[config.mk]
export PLATFORM = sky130hd
export DESIGN_NAME = spike_rate_encoder_flat
export DESIGN_NICKNAME = d
export VERILOG_FILES = /design/src/rtl/spike_rate_encoder_pkg.sv /design/src/rtl/spike_rate_encoder_if.sv /design/src/rtl/spike_rate_encoder_lfsr16.sv /design/src/rtl/spike_rate_encoder.sv /design/src/flat_wrapper.sv
export SDC_FILE = /design/constraint.sdc
export NUM_CORES = 1
export LEC_CHECK = 0
export ABC_AREA = 1
export BUFFER_PORTS_ARGS = -buffer_cell sky130_fd_sc_hd__clkbuf_2
export CAP_MARGIN = 20
export CELL_PAD_IN_SITES_DETAIL_PLACEMENT = 0
export CELL_PAD_IN_SITES_GLOBAL_PLACEMENT = 1
export CORE_MARGIN = 1
export CORE_UTILIZATION = 50
export CTS_BUF_LIST = sky130_fd_sc_hd__clkbuf_16
export DETAILED_ROUTE_END_ITERATION = 10
export GPL_TIMING_DRIVEN = 0
export HOLD_SLACK_MARGIN = 0.06
export PLACE_DENSITY = 0.84
export REMOVE_ABC_BUFFERS = 1
export SLEW_MARGIN = 15
export SYNTH_ARGS = -nofsm -noshare
export SYNTH_HDL_FRONTEND = slang
export SYNTH_SLANG_ARGS = --single-unit
export TNS_END_PERCENT = 20
[constraint.sdc]
create_clock -name clk -period 9.2 [get_ports clk]
set_clock_uncertainty 0.05 [all_clocks]
set_input_delay 0.46 -clock clk [delete_from_list [all_inputs] [get_ports clk]]
set_output_delay 0.46 -clock clk [all_outputs]
set_load 0.05 [all_outputs]
[src/rtl/spike_rate_encoder_pkg.sv]
// Shared types and helpers for the rate-coded spike encoder: LFSR taps,
// encoder state encoding, a constant clog2 and the per-lane seed rule.
package spike_rate_encoder_pkg;

  // Galois right-shift taps for x^16+x^14+x^13+x^11+1 (maximal length 65535).
  localparam logic [15:0] LFSR16_TAPS = 16'hB400;

  typedef enum logic [1:0] {
    ST_IDLE   = 2'd0,
    ST_ENCODE = 2'd1,
    ST_REST   = 2'd2
  } enc_state_t;

  // Ceiling log2, usable in parameter expressions; clog2(1) = 0.
  function automatic int clog2(input int value);
    int result;
    int v;
    result = 0;
    v = value - 1;
    while (v > 0) begin
      result = result + 1;
      v = v >> 1;
    end
    return result;
  endfunction

  // Lane i starts from base ^ (i+1); an all-zero seed would lock the LFSR, so it becomes 1.
  function automatic logic [15:0] lane_seed(input logic [15:0] base, input int lane);
    logic [15:0] s;
    s = base ^ 16'(lane + 1);
    if (s == 16'h0000) begin
      s = 16'h0001;
    end
    return s;
  endfunction

  // One Galois step: shift right, fold the taps in when the bit shifted out was 1.
  function automatic logic [15:0] lfsr16_next(input logic [15:0] s);
    logic [15:0] n;
    n = {1'b0, s[15:1]};
    if (s[0]) begin
      n = n ^ LFSR16_TAPS;
    end
    return n;
  endfunction

endpackage

[src/rtl/spike_rate_encoder_if.sv]
// Sample-in / spikes-out bundle between a pixel source and the encoder.
// The master side offers samples and watches the spike lanes; the slave is the encoder.
interface spike_rate_encoder_if #(
  parameter int NUM_INPUTS  = 4,
  parameter int PIXEL_WIDTH = 8
);

  logic [NUM_INPUTS*PIXEL_WIDTH-1:0] pixel_data;
  logic                              pixel_valid;
  logic                              pixel_ready;
  logic [NUM_INPUTS-1:0]             spike_out;
  logic                              busy;
  logic                              window_done;

  modport master (
    output pixel_data,
    output pixel_valid,
    input  pixel_ready,
    input  spike_out,
    input  busy,
    input  window_done
  );

  modport slave (
    input  pixel_data,
    input  pixel_valid,
    output pixel_ready,
    output spike_out,
    output busy,
    output window_done
  );

endinterface

[src/rtl/spike_rate_encoder_lfsr16.sv]
// 16-bit Galois LFSR that steps only when enabled and reloads its seed on reset.
// Only the low OUT_WIDTH bits are exported since that is all the comparator needs.
module spike_rate_encoder_lfsr16
  import spike_rate_encoder_pkg::*;
#(
  parameter logic [15:0] SEED      = 16'h0001,
  parameter int          OUT_WIDTH = 16
) (
  input  logic                 clk,
  input  logic                 rst,
  input  logic                 en,
  output logic [OUT_WIDTH-1:0] value
);

  localparam logic [15:0] INIT = (SEED == 16'h0000) ? 16'h0001 : SEED;

  logic [15:0] state;

  // Advance one Galois step per enabled cycle; hold otherwise so the sequence resumes where it left off.
  always_ff @(posedge clk or posedge rst) begin
    if (rst) begin
      state <= INIT;
    end else if (en) begin
      state <= lfsr16_next(state);
    end
  end

  assign value = state[OUT_WIDTH-1:0];

endmodule

[src/rtl/spike_rate_encoder.sv]
// Rate encoder: latches one sample of NUM_INPUTS pixels, then for WINDOW timesteps
// fires lane i with probability pix_i / 2^PIXEL_WIDTH using a private LFSR per lane,
// then stays silent for REST_CYCLES timesteps before accepting the next sample.
module spike_rate_encoder
  import spike_rate_encoder_pkg::*;
#(
  parameter int          NUM_INPUTS  = 4,
  parameter int          PIXEL_WIDTH = 8,
  parameter int          WINDOW      = 255,
  parameter int          REST_CYCLES = 5,
  parameter logic [15:0] SEED        = 16'hACE1
) (
  input logic                 clk,
  input logic                 rst,
  spike_rate_encoder_if.slave bus
);

  localparam int STEP_W = clog2(WINDOW + 1);
  localparam int REST_W = (REST_CYCLES > 0) ? clog2(REST_CYCLES + 1) : 1;
  localparam logic [STEP_W-1:0] LAST_STEP = STEP_W'(WINDOW - 1);
  localparam logic [REST_W-1:0] LAST_REST = REST_W'((REST_CYCLES > 0) ? (REST_CYCLES - 1) : 0);
  localparam logic [PIXEL_WIDTH-1:0] PIX_MAX = {PIXEL_WIDTH{1'b1}};

  if ((PIXEL_WIDTH < 1) || (PIXEL_WIDTH > 16)) begin : g_bad_pixel_width
    $error("spike_rate_encoder: PIXEL_WIDTH must be in 1..16");
  end

  if (WINDOW < 1) begin : g_bad_window
    $error("spike_rate_encoder: WINDOW must be at least 1");
  end

  enc_state_t state;
  enc_state_t state_next;

  logic [STEP_W-1:0] step;
  logic [REST_W-1:0] rest_cnt;

  logic [NUM_INPUTS*PIXEL_WIDTH-1:0] pix_reg;
  logic [NUM_INPUTS*PIXEL_WIDTH-1:0] pix_sel;
  logic [PIXEL_WIDTH-1:0]            pix_lane;
  logic [PIXEL_WIDTH-1:0]            lfsr_rnd [NUM_INPUTS];

  logic [NUM_INPUTS-1:0] spike_next;
  logic [NUM_INPUTS-1:0] spike_reg;

  logic accept;
  logic enc_next;
  logic last_step;
  logic last_rest;
  logic ready_int;
  logic busy_int;
  logic done_int;

  assign last_step = (step == LAST_STEP);
  assign last_rest = (rest_cnt == LAST_REST);

  // State register; reset returns to IDLE immediately, discarding any partial window.
  always_ff @(posedge clk or posedge rst) begin
    if (rst) begin
      state <= ST_IDLE;
    end else begin
      state <= state_next;
    end
  end

  // Next state plus status outputs; enc_next marks edges that load a spike cycle and step the LFSRs.
  always_comb begin
    state_next = state;
    ready_int  = 1'b0;
    busy_int   = 1'b0;
    done_int   = 1'b0;
    accept     = 1'b0;
    enc_next   = 1'b0;
    case (state)
      ST_IDLE: begin
        ready_int = 1'b1;
        if (bus.pixel_valid) begin
          accept     = 1'b1;
          enc_next   = 1'b1;
          state_next = ST_ENCODE;
        end
      end
      ST_ENCODE: begin
        busy_int = 1'b1;
        if (last_step) begin
          done_int   = 1'b1;
          state_next = (REST_CYCLES == 0) ? ST_IDLE : ST_REST;
        end else begin
          enc_next = 1'b1;
        end
      end
      ST_REST: begin
        busy_int = 1'b1;
        if (last_rest) begin
          state_next = ST_IDLE;
        end
      end
      default: begin
        state_next = ST_IDLE;
      end
    endcase
  end

  // Step counter names the current ENCODE timestep and is zero whenever not encoding.
  always_ff @(posedge clk or posedge rst) begin
    if (rst) begin
      step <= '0;
    end else if ((state == ST_ENCODE) && !last_step) begin
      step <= step + STEP_W'(1);
    end else begin
      step <= '0;
    end
  end

  // Rest counter times the silent gap; unused when REST_CYCLES is zero.
  always_ff @(posedge clk or posedge rst) begin
    if (rst) begin
      rest_cnt <= '0;
    end else if ((state == ST_REST) && !last_rest) begin
      rest_cnt <= rest_cnt + REST_W'(1);
    end else begin
      rest_cnt <= '0;
    end
  end

  // Capture the sample at the accepting edge so the source may change data right after.
  always_ff @(posedge clk or posedge rst) begin
    if (rst) begin
      pix_reg <= '0;
    end else if (accept) begin
      pix_reg <= bus.pixel_data;
    end
  end

  // Per-lane comparator for the spike cycle being loaded; the accepting edge uses live data since pix_reg is not loaded yet.
  always_comb begin
    pix_sel    = accept ? bus.pixel_data : pix_reg;
    pix_lane   = '0;
    spike_next = '0;
    for (int i = 0; i < NUM_INPUTS; i++) begin
      pix_lane = pix_sel[i*PIXEL_WIDTH +: PIXEL_WIDTH];
      if (enc_next) begin
        spike_next[i] = (pix_lane == PIX_MAX) ? 1'b1 : (lfsr_rnd[i] < pix_lane);
      end
    end
  end

  // Spike lanes come straight from flops so the network sees clean, glitch-free inputs.
  always_ff @(posedge clk or posedge rst) begin
    if (rst) begin
      spike_reg <= '0;
    end else begin
      spike_reg <= spike_next;
    end
  end

  for (genvar g = 0; g < NUM_INPUTS; g++) begin : g_lane
    spike_rate_encoder_lfsr16 #(
      .SEED      (lane_seed(SEED, g)),
      .OUT_WIDTH (PIXEL_WIDTH)
    ) u_lfsr (
      .clk   (clk),
      .rst   (rst),
      .en    (enc_next),
      .value (lfsr_rnd[g])
    );
  end

  assign bus.pixel_ready = ready_int;
  assign bus.busy        = busy_int;
  assign bus.window_done = done_int;
  assign bus.spike_out   = spike_reg;

endmodule

[src/flat_wrapper.sv]
// flat-port wrapper written by rule: the top's interface ports become plain ports
module spike_rate_encoder_flat import spike_rate_encoder_pkg::*;
#(
  parameter int          NUM_INPUTS  = 4,
  parameter int          PIXEL_WIDTH = 8,
  parameter int          WINDOW      = 255,
  parameter int          REST_CYCLES = 5,
  parameter logic [15:0] SEED        = 16'hACE1
)
  (clk, rst, bus_pixel_data, bus_pixel_valid, bus_pixel_ready, bus_spike_out, bus_busy, bus_window_done);
  spike_rate_encoder_if #(.NUM_INPUTS(NUM_INPUTS), .PIXEL_WIDTH(PIXEL_WIDTH)) bus_i ();
  input logic clk;
  input logic rst;
  input wire logic [$bits(bus_i.pixel_data)-1:0] bus_pixel_data;
  input wire logic [$bits(bus_i.pixel_valid)-1:0] bus_pixel_valid;
  output wire logic [$bits(bus_i.pixel_ready)-1:0] bus_pixel_ready;
  output wire logic [$bits(bus_i.spike_out)-1:0] bus_spike_out;
  output wire logic [$bits(bus_i.busy)-1:0] bus_busy;
  output wire logic [$bits(bus_i.window_done)-1:0] bus_window_done;
  assign bus_i.pixel_data = bus_pixel_data;
  assign bus_i.pixel_valid = bus_pixel_valid;
  assign bus_pixel_ready = bus_i.pixel_ready;
  assign bus_spike_out = bus_i.spike_out;
  assign bus_busy = bus_i.busy;
  assign bus_window_done = bus_i.window_done;
  spike_rate_encoder #(.NUM_INPUTS(NUM_INPUTS), .PIXEL_WIDTH(PIXEL_WIDTH), .WINDOW(WINDOW), .REST_CYCLES(REST_CYCLES), .SEED(SEED)) u_core (.clk(clk), .rst(rst), .bus(bus_i));
endmodule
==> run summary <==
Status -> finished clean
P_int -> 0.00135 W
Antenna violations before repair -> 0
Most frequent cells in the layout -> 157 x nand2_1, 121 x inv_1, 80 x dfrtp_1
Site row count -> 38
Post-synth cell types -> 33
TNS Setup -> 0 ps
Final Core Density -> 0.583
Drt pass-1 iters -> 5
CP max stage cell -> nand2_4
Final wirelength -> 9.97 mm
Largest net degree at the start of global routing -> 68
DP Area -> 5910 µm²
RSZ-0062 raised after global routing -> no
WHS -> 294 ps
Sequential area share after synthesis -> 0.499
Vias in the first global route -> 3933
Hold Fails Final Rpt -> 0
Placed cells -> 810
# clock sinks -> 113
CTS tree -> yes
Worst path cell trace -> inv_1 > ha_1 > nand2_4 > nand2_4 > inv_4 > o21ai_0
Yosys top cell area share -> 0.348
P_sw -> 0.000873 W
Final net count -> 757
Fill cells -> 1012
Final Slew Violations -> 0
Worst-case clock buffer depth -> 2
Post-route cell area -> 6430 µm²
Initial core utilization -> 0.521
Clock Tree Root -> clkbuf_16
Sequential share of power -> 0.365
Cell count after synthesis -> 652
Max reg flops -> 64
Commonest non-fill, non-tap cell in the layout -> nand2_1
Most frequent CP cell -> nand2_4
Htree depth -> 4
Yosys reg bits -> 113
Resized cells post-CTS -> 0
Met1 wire length -> 4.82 mm
# Post-CTS Setup Buffers -> 0
Met2 WL -> 4.70 mm
I/O pin total -> 42
Min cycle time layout -> 3450 ps
Fmax -> 290 MHz
Initial DRC count -> 171
Min-delay worst type -> input port to register
First-pass GRT wire length -> 17.3 mm
IO buf count -> 41
Max-cap viol count -> 0
FF+latch area -> 2870 µm²
Routed Antenna Nets -> 0
Met3 WL -> 275 µm
Syn Area/Cell -> 8.82 µm²
Drt via density -> 4.79
Die Y -> 109 µm
Post-synthesis cell area -> 5750 µm²
Peak VDD IR -> 0.148 mV
Power Density -> 346 nW/µm²
DIE AREA -> 11900 µm²
Largest fanout on the critical path -> 67
Actual slew at the worst max-slew pin -> 778 ps
Area Overhead vs Synth -> 11.9%
Top post-synthesis cells by area -> dfrtp_1 35%, dfstp_2 15%, nand2_1 10%, inv_1 7.7%, ha_1 7.0%
Slowest stage delay, CP -> 750 ps
Worst Setup Start Kind -> register
Multi-input gate area -> 2180 µm²
Worst endpoint data arrival time -> 3710 ps
Highest Signal Layer -> met4
Vias -> 4034
Comb pwr share -> 0.381
Asr flop ratio synth -> 1.00
Req. time, crit path -> 9460 ps
Chip width -> 109 µm
Mean routed wirelength per cell -> 11.8 µm
N_diodes -> 0
CP Capture Type -> register
Core Area -> 11000 µm²
Sw Ratio -> 0.392
Clk pin slew, worst setup/hold paths -> 50 ps
Critical path class -> register to register
Post-route insts no fill -> 842
Slew headroom -> 0.482
Post-synth top area cell -> dfrtp_1
Overflow after GRT -> 0
DP HPWL -> 6.35 mm
DRC Markers -> 0
Tcrit/Tclk final -> 0.375
Worst skew pair latency -> 410 ps
Post-synth EDFFs -> 0
Fraction of layout cells with a size suffix above 1 -> 0.188
Final GP Congestion -> 0.752
GRT Util Overall -> 0.191
Setup violations, final -> 0
Pleak -> 3.31 nW
Clk pwr share -> 0.254
Predominant post-synthesis flop cell -> dfrtp_1
Cts bufs inserted -> 17
Synthesis Warnings -> 0
[cells by family (layout without fill, tap and decap cells)]
logic type	after synthesis	after routing	share of synthesized area
buffers and inverters	144	194	0.122
AOI/OAI and AO/OA	112	112	0.119
DFF	113	113	0.499
xor gates and xnor gates	8	8	0.0122
and+or+nand+nor	243	243	0.179
adders and majority gates	32	32	0.0696
[cell usage after synthesis (2+ instances only)]
cell type / instances
nand2_1: 157
inv_1: 118
dfrtp_1: 80
o21ai_0: 39
nor2_1: 38
dfstp_2: 33
ha_1: 32
nand3_1: 26
o21ai_2: 25
o21ai_1: 24
buf_6: 12
a21oi_1: 11
nor3_1: 8
xnor2_1: 8
o21a_1: 5
a211oi_1: 4
a31oi_1: 4
buf_4: 4
buf_2: 3
nand2_4: 3
nor3b_1: 3
and2_1: 2
buf_12: 2
nand4_1: 2
[through the flow]
stage	setup slack (ps)	power [W]
floorplan	5760	0.00147
global placement	4430	0.00164
detailed placement	5690	0.00167
CTS	5680	0.00226
global route	5360	0.00243
finish	5750	0.00223
[area by class of cell]
| class | count | area share |
|---|---|---|
| sequential | 113 | 0.446 |
| multi-input combinational | 395 | 0.339 |
| inverter | 120 | 0.0712 |
| clock buffer | 17 | 0.0661 |
| timing repair buffer | 43 | 0.0377 |
| tap | 140 | 0.0272 |
| clock inverter | 14 | 0.0132 |
[power groups by stage]
stage / Sequential [W] / Combinational, W / Clock [W]
floorplan: 0.000826 / 0.000646 / 0
global placement: 0.000812 / 0.000826 / 0
detailed placement: 0.000818 / 0.000857 / 0
CTS: 0.000813 / 0.000864 / 0.000581
global route: 0.000836 / 0.000994 / 0.000597
finish: 0.000812 / 0.000849 / 0.000565
[repair_timing]
item                       CTS  global route
hold buffers                 1             0
hold endpoints to repair    39             0
setup endpoints to repair    0             0
[critical path, delay by kind of cell, from the launching register on]
family | cells | cell delay [ps]
AO/OA/AOI/OAI | 1 | 330
adder cells (fa/ha/maj) | 1 | 670
buffers and inverters | 2 | 560
flip-flops | 1 | 390
AND/OR/NAND/NOR | 2 | 1310
[path summary, 6_finish.rpt]
kind | start | endpoint | slack, ps | depth (start not counted)
min | bus_pixel_data[11] | u_core.pix_reg[11] | 290 | 3
max reg2reg | u_core.state[0] | u_core.g_lane[3].u_lfsr.state[15] | 5750 | 6
min in group asynchronous | rst | u_core.g_lane[2].u_lfsr.state[8] | 570 | 3
max | u_core.state[0] | u_core.g_lane[3].u_lfsr.state[15] | 5750 | 6
min reg2reg | u_core.rest_cnt[0] | u_core.rest_cnt[0] | 420 | 1
max in group asynchronous | rst | u_core.g_lane[0].u_lfsr.state[7] | 7830 | 4
[metal layers]
layer	vias up	global-route usage
met3	13	0.0460
met5	-	0
met4	0	0.0952
met2	44	0.318
met1	1867	0.231
li1	2110	-
No activity file was read; power rests on OpenSTA's default activity.
